===== src/rtl/write_back_pkg.sv =====
// write_back_pkg: shared types and constants for the write-back stage.
//   wb_state_t : stage FSM state
//   regind_t   : register index (default width)
//   regval_t   : register / memory data word (default width)
//   flags_t    : {carry, negative, overflow, zero}
//   REG_ZERO   : discard register index; writes to it are suppressed
package write_back_pkg;

    localparam int WB_REG_BITS  = 5;
    localparam int WB_DATA_BITS = 32;

    typedef logic [WB_REG_BITS-1:0]  regind_t;
    typedef logic [WB_DATA_BITS-1:0] regval_t;

    localparam regind_t REG_ZERO = '0;

    typedef struct packed {
        logic carry;
        logic negative;
        logic overflow;
        logic zero;
    } flags_t;

    typedef enum logic [1:0] {
        WB_IDLE    = 2'd0,
        WB_PRIMARY = 2'd1,
        WB_UPPER   = 2'd2,
        WB_STORE   = 2'd3
    } wb_state_t;

endpackage


===== src/rtl/write_back.sv =====
// write_back: final pipeline stage. Captures the execute bundle and retires it:
// a primary register write plus flags, an optional upper-word write to dest+1,
// or a memory store held until the memory drops mem_waitrequest.
// Ports:
//   clock, reset_n          : clock, async active-low reset
//   in_valid / in_hold      : bundle handshake with execute (hold = stall)
//   pc ... store_data       : execute bundle fields (pc is trace-only)
//   reg_we/reg_index/reg_value : register-file write port
//   flags_we/flags_value    : flags write port
//   mem_write/mem_address/mem_data/mem_waitrequest : data-memory store port
module write_back
    import write_back_pkg::*;
#(
    parameter int REG_BITS  = WB_REG_BITS,
    parameter int DATA_BITS = WB_DATA_BITS
) (
    input  logic                 clock,
    input  logic                 reset_n,
    input  logic                 in_valid,
    output logic                 in_hold,
    input  logic [DATA_BITS-1:0] pc,
    input  logic [REG_BITS-1:0]  destination_register,
    input  logic                 is_writing_memory,
    input  logic [3:0]           flags,
    input  logic [DATA_BITS-1:0] destination_value,
    input  logic                 has_upper_value,
    input  logic [DATA_BITS-1:0] upper_value,
    input  logic                 has_flushed,
    input  logic [DATA_BITS-1:0] store_data,
    output logic                 reg_we,
    output logic [REG_BITS-1:0]  reg_index,
    output logic [DATA_BITS-1:0] reg_value,
    output logic                 flags_we,
    output logic [3:0]           flags_value,
    output logic                 mem_write,
    output logic [DATA_BITS-1:0] mem_address,
    output logic [DATA_BITS-1:0] mem_data,
    input  logic                 mem_waitrequest
);

    wb_state_t            state_q, state_d;
    logic [REG_BITS-1:0]  dest_q;
    logic [DATA_BITS-1:0] value_q;
    logic [DATA_BITS-1:0] upper_q;
    logic [DATA_BITS-1:0] sdata_q;
    logic                 has_upper_q;
    flags_t               flags_q;

    logic                 done;     // stage will be free at the next edge
    logic                 accept;
    logic                 wr_req;

    // pc is only meaningful for tracing; keep it from tripping unused-signal lint.
    logic unused_pc;
    assign unused_pc = ^pc;

    always_comb begin
        state_d     = state_q;
        done        = 1'b0;
        wr_req      = 1'b0;
        reg_index   = '0;
        reg_value   = '0;
        flags_we    = 1'b0;
        flags_value = '0;
        mem_write   = 1'b0;
        mem_address = '0;
        mem_data    = '0;

        case (state_q)
            WB_IDLE: done = 1'b1;
            WB_PRIMARY: begin
                wr_req      = 1'b1;
                reg_index   = dest_q;
                reg_value   = value_q;
                flags_we    = 1'b1;
                flags_value = flags_q;
                if (has_upper_q) begin
                    state_d = WB_UPPER;
                end else begin
                    state_d = WB_IDLE;
                    done    = 1'b1;
                end
            end
            WB_UPPER: begin
                wr_req    = 1'b1;
                reg_index = dest_q + REG_BITS'(1);   // wraps to 0 -> suppressed below
                reg_value = upper_q;
                state_d   = WB_IDLE;
                done      = 1'b1;
            end
            WB_STORE: begin
                mem_write   = 1'b1;
                mem_address = value_q;
                mem_data    = sdata_q;
                if (!mem_waitrequest) begin
                    state_d = WB_IDLE;
                    done    = 1'b1;
                end
            end
            default: state_d = WB_IDLE;
        endcase

        // Hold only while the stage stays busy past the next edge, so a
        // bundle can be taken on the same edge the current one finishes.
        in_hold = in_valid && !done;
        accept  = in_valid && done;

        if (accept) begin
            if (has_flushed)            state_d = WB_IDLE;
            else if (is_writing_memory) state_d = WB_STORE;
            else                        state_d = WB_PRIMARY;
        end

        reg_we = wr_req && (reg_index != REG_BITS'(REG_ZERO));
    end

    always_ff @(posedge clock or negedge reset_n) begin
        if (!reset_n) begin
            state_q     <= WB_IDLE;
            dest_q      <= '0;
            value_q     <= '0;
            upper_q     <= '0;
            sdata_q     <= '0;
            has_upper_q <= 1'b0;
            flags_q     <= '0;
        end else begin
            state_q <= state_d;
            if (accept) begin
                dest_q      <= destination_register;
                value_q     <= destination_value;
                upper_q     <= upper_value;
                sdata_q     <= store_data;
                has_upper_q <= has_upper_value;
                flags_q     <= flags_t'(flags);
            end
        end
    end

endmodule

===== config.mk =====
export PLATFORM = sky130hd
export DESIGN_NAME = write_back
export DESIGN_NICKNAME = d
export VERILOG_FILES = /design/src/rtl/write_back_pkg.sv /design/src/rtl/write_back.sv
export SDC_FILE = /design/constraint.sdc
export NUM_CORES = 1
export LEC_CHECK = 0
export ABC_AREA = 1
export CAP_MARGIN = 20
export CORE_MARGIN = 2
export CORE_UTILIZATION = 40
export DETAILED_ROUTE_END_ITERATION = 7
export PLACE_DENSITY_LB_ADDON = 0.12
export SYNTH_ARGS = -nofsm -noshare
export SYNTH_HDL_FRONTEND = slang
export SYNTH_SLANG_ARGS = --single-unit

===== constraint.sdc =====
create_clock -name clock -period 1.8 [get_ports clock]
set_input_delay 0.27 -clock clock [delete_from_list [all_inputs] [get_ports clock]]
set_output_delay 0.27 -clock clock [all_outputs]
set_load 0.05 [all_outputs]

==> results.toml, run 1 <==
[status]
status = "finished, violations left"
violations = "negative setup slack"

[global_route]
grtUsageTotal_pct = 24.4
grt_max_degree = 49
grt.overflow.total = 0
grt_pass1_wl_mm = 27.9
antenna_found_initial = 0
grt_pass1_vias = 5519

[timing]
fin_crit_sh_pct = 118
hold_violations = 0
max_slew.worst_pin.slew_ns = 0.478
slew_headroom_pct = 68.1
grt_setup_unrepaired = "yes"
whs_ns = 0.408
fin_setup_tns_ns = -21.79
maxSlewViolCount = 0
fin_ws_ns = -0.315
fin_crit_ns = 2.12
setup_violations = 108
skew_ns = 0.0100
fmax_mhz = 473

[routing]
wl_per_cell_um = 15.6
wl_mm = 18.6
via_per_inst = 4.75
postRouteAntennaNets = 0
drc_errors = 0
dr.pass1.iters = 4
vias = 5649
drt-initial-drc-count = 335

[synth]
yosys_warnings = 0
yosysUniqueCellTypes = 23
syn-num-nets = 911
seq_area_frac_synth_pct = 48.7
syn_inst = 762
syn_avg_cell_area_um2 = 7.28
ys_seq_elements = 108
netlist_area_um2 = 5540

[power_and_ir_drop]
fin_total_pwr_mw = 16.8
power_frac_comb_pct = 59.6
powerDensity_nw_per_um2 = 1530
p_sw_mw = 7.55
p_sw_share_pct = 44.8
power_frac_seq_pct = 27.5
p_int_mw = 9.30
pwr-share-clk_pct = 12.9
p_leak_nw = 4.99
vdd_ir_drop_max_uv = 902

[critical_path]
path_max_fanout = 7
cp-start-kind = "flop"
path_cells = "buf_6 -> ha_4 -> nand2_2 -> nand2_1 -> nand2_1 -> nand2_2 -> nor2_1 -> nand3_1 -> nand2_1 -> nand2_2 -> buf_12"
crit_type = "flop to output port"
slowest_stage = "dfrtp_1"
endpoint_kind = "output port"
max_stage_delay_ns = 0.41
reg2reg_slack_ns = 0.03
required_ns = 1.53
cp.arrival_ns = 1.85

[worst_hold_path]
hold_path.class = "primary input to async pin"

[finish]
nets = 1154
nFillCells = 839
drive_gt1_share_pct = 36.6
syn2layout_area_growth_pct = 98.5
multi_input_area_um2 = 2700
fin_cells = 1190
final_common_cell = "nand2_1"
antenna_cells = 0
mostFrequentLayoutCells = "nand2_1 (185), buf_12 (122), inv_1 (112), clkdlybuf4s50_1 (110), dfrtp_1 (107)"
seq_area_um2 = 2700

[floorplan]
num_rows = 43
die_area_um2 = 14800
start_util_pct = 40.4
die_width_um = 122
pin_count = 253
core_area_um2 = 13700
die_h_um = 122

[place]
place_hpwl_mm = 11.2
io_buffers = 220
gp_congestion = 0.758
placed_cells = 1141

[clock_network]
cts_tree = "done"
cts_buffers = 9
cts.clk_slew.worst_paths_ns = 0.07
htreeDepth = 3
cts_buffer_depth = 2
cts_root_buf = "clkbuf_16"
clkLatencyLatePin_ns = 0.36
clock-sinks = 108

[job]
drv_cap = 0
-- flip-flops by register name, summed over array words and instances, names as in the netlist --
register and count:
dest_q 5, flags_q 4, has_upper_q 1, sdata_q 32
state_q 2, upper_q 32, value_q 32
-- repair_timing --
item	4_1_cts	5_1_grt
gates cloned	6	4
gates resized for setup	113	71
endpoints found under the hold margin	30	0
pin swaps	8	9
setup buffers	12	12
setup endpoints to repair	130	216
hold buffers	1	0
-- power by group through the flow --
stage | registers (mW) | logic, mW | clock network, mW
floorplan | 4.20 | 5.36 | 0
global placement | 4.32 | 8.39 | 0
detailed placement | 4.36 | 8.54 | 0
CTS | 4.51 | 9.45 | 2.22
global route | 4.77 | 10.7 | 2.30
finish | 4.63 | 10.0 | 2.17
-- through the flow --
step	setup slack (ns)	area [um2]	util (%)
4_1_cts	-0.280	10700	77.8
3_3_place_gp	-0.0194	9660	70.4
2_1_floorplan	-0.180	6170	-
3_5_place_dp	-0.0587	9660	70.4
6_report	-0.315	11000	80.2
5_1_grt	-0.388	11000	80.2
-- routing by layer --
layer,routed length [um],vias to the layer above,track usage [%]
li1,-,2741,-
met1,7330,2712,29.1
met2,9460,174,42.3
met3,1440,22,6.93
met4,325,0,8.55
met5,0,-,0
-- path summary, 6_finish.rpt --
kind / start / end / cells after the start
min in group clock: upper_value[7] / upper_q[7]$_DFFE_PN0P_ / 3
max: state_q[0]$_DFFE_PN0P_ / reg_we / 11
min reg2reg: upper_q[3]$_DFFE_PN0P_ / upper_q[3]$_DFFE_PN0P_ / 2
min: reset_n / value_q[9]$_DFFE_PN0P_ / 2
max in group asynchronous: reset_n / sdata_q[8]$_DFFE_PN0P_ / 3
max reg2reg: state_q[0]$_DFFE_PN0P_ / sdata_q[3]$_DFFE_PN0P_ / 9
-- cell type report --
| cell class | count | share of cell area [%] |
|---|---|---|
| repair buffers | 273 | 37.4 |
| flip-flops and latches | 108 | 24.6 |
| multi-input cells | 428 | 24.5 |
| inverters | 185 | 8.52 |
| clock buffers | 10 | 2.17 |
| well taps | 180 | 2.05 |
| clock inverters | 6 | 0.796 |
-- kinds of logic after synthesis --
logic type / count (synthesis) / synth area share [%]
AO/OA/AOI/OAI: 145 / 13.2
AND/OR/NAND/NOR: 278 / 19.5
buffers and inverters: 226 / 17.4
adder cells (fa/ha/maj): 5 / 1.13
flip-flops: 108 / 48.7
-- worst max-delay path: cells and delay by family (launching register included) --
kind                       cells  cell delay, ns
DFF                            1            0.41
and+or+nand+nor                8            0.61
buffers and inverters          2            0.28
adders and majority gates      1            0.20
-- cells in the mapped netlist --
library cell / number / area (um2)
nand3_1: 7 / 35.0
buf_2: 7 / 35.0
buf_1: 1 / 3.75
nand4_1: 2 / 12.5
buf_4: 3 / 22.5
o21ai_1: 47 / 235
nor2_1: 8 / 30.0
inv_2: 1 / 3.75
buf_6: 13 / 146
a21oi_1: 38 / 190
o21ai_0: 57 / 285
clkbuf_1: 17 / 63.8
o21a_1: 1 / 7.51
dfrtp_1: 108 / 2700
nand2_1: 258 / 968
clkinv_1: 1 / 3.75
nand3_4: 1 / 17.5
inv_1: 183 / 687
a21boi_0: 1 / 7.51
nand3_2: 1 / 10.0
nor3b_1: 1 / 7.51
o22ai_1: 1 / 6.26
ha_1: 5 / 62.6
Note: power is estimated with default switching activity, not from simulation.
==> run 2, diff against run 1 <==
CORE_MARGIN = 3   (was 2)
==> run 2 against run 1 <==
The flow still finishes with violations (negative setup slack). Final cell count fell by 0.67%. Non-clock buffer count fell by 6. Critical path depth fell by 4. Clock skew barely moved. Flip-flop and latch count did not move. Maximum frequency rose by 0.49%. Die area rose by 3.3%. Hold slack got worse by 0.0074 ns. Combinational power barely moved.
==> results.toml, run 2 (synthesized netlist as in run 1, its figures left out) <==
[place]
io_buffers = 220
gp_congestion = 0.786
place_hpwl_mm = 12.1

[clock_network]
cts_buffers = 9
clkLatencyLatePin_ns = 0.35
cts_buffer_depth = 2
cts_tree = "done"
clock-sinks = 108
htreeDepth = 3
cts_root_buf = "clkbuf_16"
cts.clk_slew.worst_paths_ns = 0.07

[critical_path]
r2r_end = "state_q[1]$_DFFE_PN0P_"
cp.arrival_ns = 1.83
r2r_cells = 11
startpoint = "state_q[1]$_DFFE_PN0P_"
required_ns = 1.53
path_max_fanout = 4
slowest_stage = "dfrtp_2"
path_cells = "buf_4 -> ha_2 -> nand2_1 -> nand3_2 -> buf_4 -> a21boi_2 -> buf_6"
worstReg2RegStart = "state_q[1]$_DFFE_PN0P_"
crit_path_end = "in_hold"
crit_top_cell = "buf_4"
cp-start-kind = "flop"
endpoint_kind = "output port"
reg2reg_slack_ns = -0.13
max_stage_delay_ns = 0.46
crit_type = "flop to output port"

[status]
violations = "negative setup slack"
status = "finished, violations left"

[job]
drv_cap = 0

[floorplan]
core_area_um2 = 13400
num_rows = 42
die_width_um = 124
pin_count = 253
start_util_pct = 41.4
die_area_um2 = 15300
die_h_um = 124

[timing]
whs_ns = 0.400
hold_violations = 0
maxSlewViolCount = 0
max_slew.worst_pin.slew_ns = 0.446
slew_headroom_pct = 70.3
fmax_mhz = 475
skew_ns = 0.0104
fin_crit_sh_pct = 117
setup_violations = 215
grt_setup_unrepaired = "yes"
fin_crit_ns = 2.10
fin_ws_ns = -0.305

[global_route]
antenna_found_initial = 0
grt.overflow.total = 0
grt_pass1_wl_mm = 26.5
grt_pass1_vias = 5273
grtUsageTotal_pct = 22.4
grt_max_degree = 54

[power_and_ir_drop]
powerDensity_nw_per_um2 = 1580
vdd_ir_drop_max_uv = 1030
p_sw_mw = 7.57
power_frac_seq_pct = 26.6
p_leak_nw = 4.73
fin_total_pwr_mw = 17.0
p_int_mw = 9.46
p_sw_share_pct = 44.4
pwr-share-clk_pct = 12.6
power_frac_comb_pct = 60.7

[worst_hold_path]
hold_path.class = "primary input to async pin"

[routing]
drc_errors = 0
postRouteAntennaNets = 0
drt-initial-drc-count = 291
wl_per_cell_um = 15.8
dr.pass1.iters = 4
vias = 5613
via_per_inst = 4.75
wl_mm = 18.7

[finish]
syn2layout_area_growth_pct = 94.4
largestRegisters = "sdata_q (32), upper_q (32), value_q (32)"
nFillCells = 849
mostFrequentLayoutCells = "nand2_1 (203), buf_12 (121), inv_1 (113), clkdlybuf4s50_1 (110), dfrtp_1 (107)"
final_common_cell = "nand2_1"
antenna_cells = 0
nets = 1150
drive_gt1_share_pct = 34.2
## run 2: cell count changes in the layout (fill, tap and decap cells not counted), moves of 2 or more
cell	previous run	this run
nand2_4	37	18
clkinv_4	2	0
ha_2	0	2
nand2_1	185	203
inv_4	5	3
clkbuf_16	13	16
clkinv_2	3	1
buf_6	11	5
nand3_2	1	3
buf_16	6	4
clkbuf_1	0	2
o21ai_1	61	48
o21ai_0	41	55
## run 2: per-layer routing
metal,vias up,track usage [%],part of all wire (%)
li1,2747,-,-
met5,-,0,0
met3,29,8.54,8.2
met4,0,7.27,2.6
met2,175,37.8,50
met1,2662,26.1,39
## run 2: critical path: cells and delay by family, from the launching register on
| family | cells | cell delay, ns |
|---|---|---|
| buffers and inverters | 3 | 0.48 |
| adder cells (fa/ha/maj) | 1 | 0.23 |
| AND/OR/NAND/NOR | 2 | 0.20 |
| AO/OA/AOI/OAI | 1 | 0.13 |
| flip-flops | 1 | 0.46 |
## run 2: how the worst min path moves through the flow
| stage | start | endpoint | cells after the start |
|---|---|---|---|
| after global placement | reset_n | value_q[8]$_DFFE_PN0P_ | 1 |
| after floorplan | reset_n | dest_q[0]$_DFFE_PN0P_ | 0 |
| after global routing | reset_n | value_q[8]$_DFFE_PN0P_ | 2 |
| after CTS | reset_n | value_q[8]$_DFFE_PN0P_ | 2 |
| final | reset_n | value_q[8]$_DFFE_PN0P_ | 2 |
| after detailed placement | reset_n | value_q[8]$_DFFE_PN0P_ | 1 |
## run 2: final cells by class
cell class / count / area [um2] / area share, %
repair buffers: 267 / 4030 / 37.3
flip-flops and latches: 108 / 2700 / 25.1
multi-input cells: 430 / 2570 / 23.8
inverters: 185 / 943 / 8.75
clock buffers: 12 / 246 / 2.29
well taps: 176 / 220 / 2.04
clock inverters: 4 / 72.6 / 0.673
## run 2: power groups by stage
stage / registers, mW / clock network [mW] / logic (mW)
4_1_cts: 4.33 / 2.20 / 9.32
3_5_place_dp: 4.35 / 0 / 8.52
5_1_grt: 4.68 / 2.28 / 11.0
6_report: 4.54 / 2.15 / 10.3
2_1_floorplan: 4.20 / 0 / 5.36
3_3_place_gp: 4.30 / 0 / 8.35
## run 2: repair_timing
action	CTS	global route
hold buffers	1	0
gates cloned	3	9
buffers inserted	5	8
setup endpoints to repair	110	213
pin swaps	5	28
endpoints found under the hold margin	28	0
gates resized for setup	31	97
## run 2: through the flow
step / setup WS (ns) / cells / setup TNS [ns] / instance area (um2) / utilization, %
finish: -0.305 / 1182 / -30.09 / 10800 / 80.4
global route: -0.386 / 1182 / -44.30 / 10800 / 80.4
CTS: -0.281 / 1165 / -26.00 / 10200 / 76.2
detailed placement: -0.0554 / 1140 / -0.546 / 9640 / 71.9
global placement: -0.0105 / 1140 / -0.0324 / 9640 / 71.9
floorplan: -0.180 / 762 / -13.48 / 6170 / -
==> run 3, diff against run 2 <==
==> constraint.sdc (replaced) <==
create_clock -name clock -period 1.8 [get_ports clock]
set_input_delay 0.27 -clock clock [delete_from_list [all_inputs] [get_ports clock]]
set_output_delay 0.27 -clock clock [all_outputs]
set_load 0.02 [all_outputs]
==> run 3 against run 2 <==
Sequential share of layout area shrank 1.6 points. Sequential power grew 16%. Maximum frequency shrank 3.7%. Combinational power grew 11%. Total power grew 10%. Largest cell class unchanged. The flow still finishes with violations (negative setup slack). Clock skew shrank 0.0028 ns.
==> results.toml, run 3 (synthesized netlist as in run 1, its figures left out) <==
[status]
status = "finished, violations left"
violations = "negative setup slack"

[floorplan]
pin_count = 253
die_area_um2 = 15300
start_util_pct = 41.4
die_width_um = 124
num_rows = 42
die_h_um = 124
core_area_um2 = 13400

[clock_network]
cts_buffers = 9
cts_buffer_depth = 2
clkLatencyLatePin_ns = 0.35
cts.clk_slew.worst_paths_ns = 0.08
cts_tree = "done"
htreeDepth = 3
clock-sinks = 108
cts_root_buf = "clkbuf_16"

[critical_path]
crit_top_cell = "buf_12"
reg2reg_slack_ns = -0.29
crit_cells = 8
path_cells = "inv_4 -> ha_4 -> buf_12 -> buf_12 -> clkbuf_16 -> nand2_2 -> a21oi_2 -> buf_4"
endpoint_kind = "output port"
slowest_stage = "dfrtp_2"
crit_buf_inv = 5
r2r_end = "dest_q[0]$_DFFE_PN0P_"
worstReg2RegStart = "state_q[0]$_DFFE_PN0P_"
crit_family = "buffers and inverters"
cp-start-kind = "flop"
cp.arrival_ns = 1.92
path_max_fanout = 8
r2r_cells = 9
crit_type = "flop to output port"
required_ns = 1.53
max_stage_delay_ns = 0.46

[place]
io_buffers = 220
placed_cells = 1151
gp_congestion = 0.796
place_hpwl_mm = 11.2

[finish]
antenna_cells = 0
largestRegisters = "sdata_q (32), upper_q (32), value_q (32)"
final_common_cell = "buf_6"
fin_cells = 1248
nets = 1217
syn2layout_area_growth_pct = 108
seq_area_um2 = 2700
nFillCells = 654
multi_input_area_um2 = 3450
drive_gt1_share_pct = 56.3
mostFrequentLayoutCells = "buf_6 (125), inv_1 (111), clkdlybuf4s50_1 (110), dfrtp_1 (107), nand2_4 (101)"

[global_route]
grt_pass1_wl_mm = 27.3
grt_pass1_vias = 5247
antenna_found_initial = 0
grt.overflow.total = 0
grtUsageTotal_pct = 23.2
grt_max_degree = 61

[timing]
maxSlewViolCount = 0
fin_setup_tns_ns = -44.24
fmax_mhz = 457
grt_setup_unrepaired = "yes"
setup_violations = 216
skew_ns = 0.00762
fin_ws_ns = -0.386
slew_headroom_pct = 69.0
hold_violations = 0
whs_ns = 0.407
fin_crit_ns = 2.19
max_slew.worst_pin.slew_ns = 0.464
fin_crit_sh_pct = 121

[job]
drv_cap = 0

[power_and_ir_drop]
p_leak_nw = 6.24
vdd_ir_drop_max_uv = 857
powerDensity_nw_per_um2 = 1630

[routing]
vias = 6340
wl_mm = 25.1
wl_per_cell_um = 20.1
dr.pass1.iters = 5
via_per_inst = 5.08
drt-initial-drc-count = 473
postRouteAntennaNets = 0
drc_errors = 0

[worst_hold_path]
hold_path.class = "primary input to async pin"
## run 3: layout make-up
type	count	share of cell area (%)
Timing Repair Buffer	335	36.0
Multi-Input combinational cell	429	29.9
Sequential cell	108	23.4
Inverter	185	6.08
Clock buffer	10	1.99
Tap cell	176	1.91
Clock inverter	5	0.673
## run 3: how the worst max path moves through the flow
stage	start	end	slack, ns
after floorplan	state_q[0]$_DFFE_PN0P_	reg_index[2]	-0.05
after global placement	state_q[0]$_DFFE_PN0P_	in_hold	-0.42
after detailed placement	state_q[0]$_DFFE_PN0P_	in_hold	-0.45
after CTS	state_q[0]$_DFFE_PN0P_	reg_we	-0.26
after global routing	state_q[0]$_DFFE_PN0P_	reg_we	-0.47
final	state_q[1]$_DFFE_PN0P_	reg_value[22]	-0.39
## run 3: where the power goes
group / switching (mW) / internal (mW)
logic: 5.78 / 5.64
registers: 1.64 / 3.61
clock network: 0.912 / 1.21
total: 8.33 / 10.5
## run 3: metal layers
metal,part of all wire [%],global-route usage [%],vias to the layer above
li1,-,-,2879
met1,38,29.6,3102
met4,3.1,6.16,0
met5,0,0,-
met3,9.0,6.54,62
met2,50,38.8,297
## run 3: what timing repair did
item,4_1_cts,5_1_grt
setup endpoints to repair,217,217
gates cloned,8,32
resized for setup,709,531
buffers inserted,18,26
endpoints found under the hold margin,29,0
hold buffers,1,0
pin swaps,4,13
## run 3: per-stage QoR
step / power (mW) / util, % / instance area, um2 / setup WS, ns
6_report: 18.8 / 86.1 / 11500 / -0.386
5_1_grt: 19.6 / 86.1 / 11500 / -0.469
4_1_cts: 13.3 / 68.2 / 9140 / -0.259
3_5_place_dp: 10.1 / 60.9 / 8160 / -0.446
3_3_place_gp: 10.0 / 60.9 / 8160 / -0.420
2_1_floorplan: 7.81 / - / 5640 / -0.0497
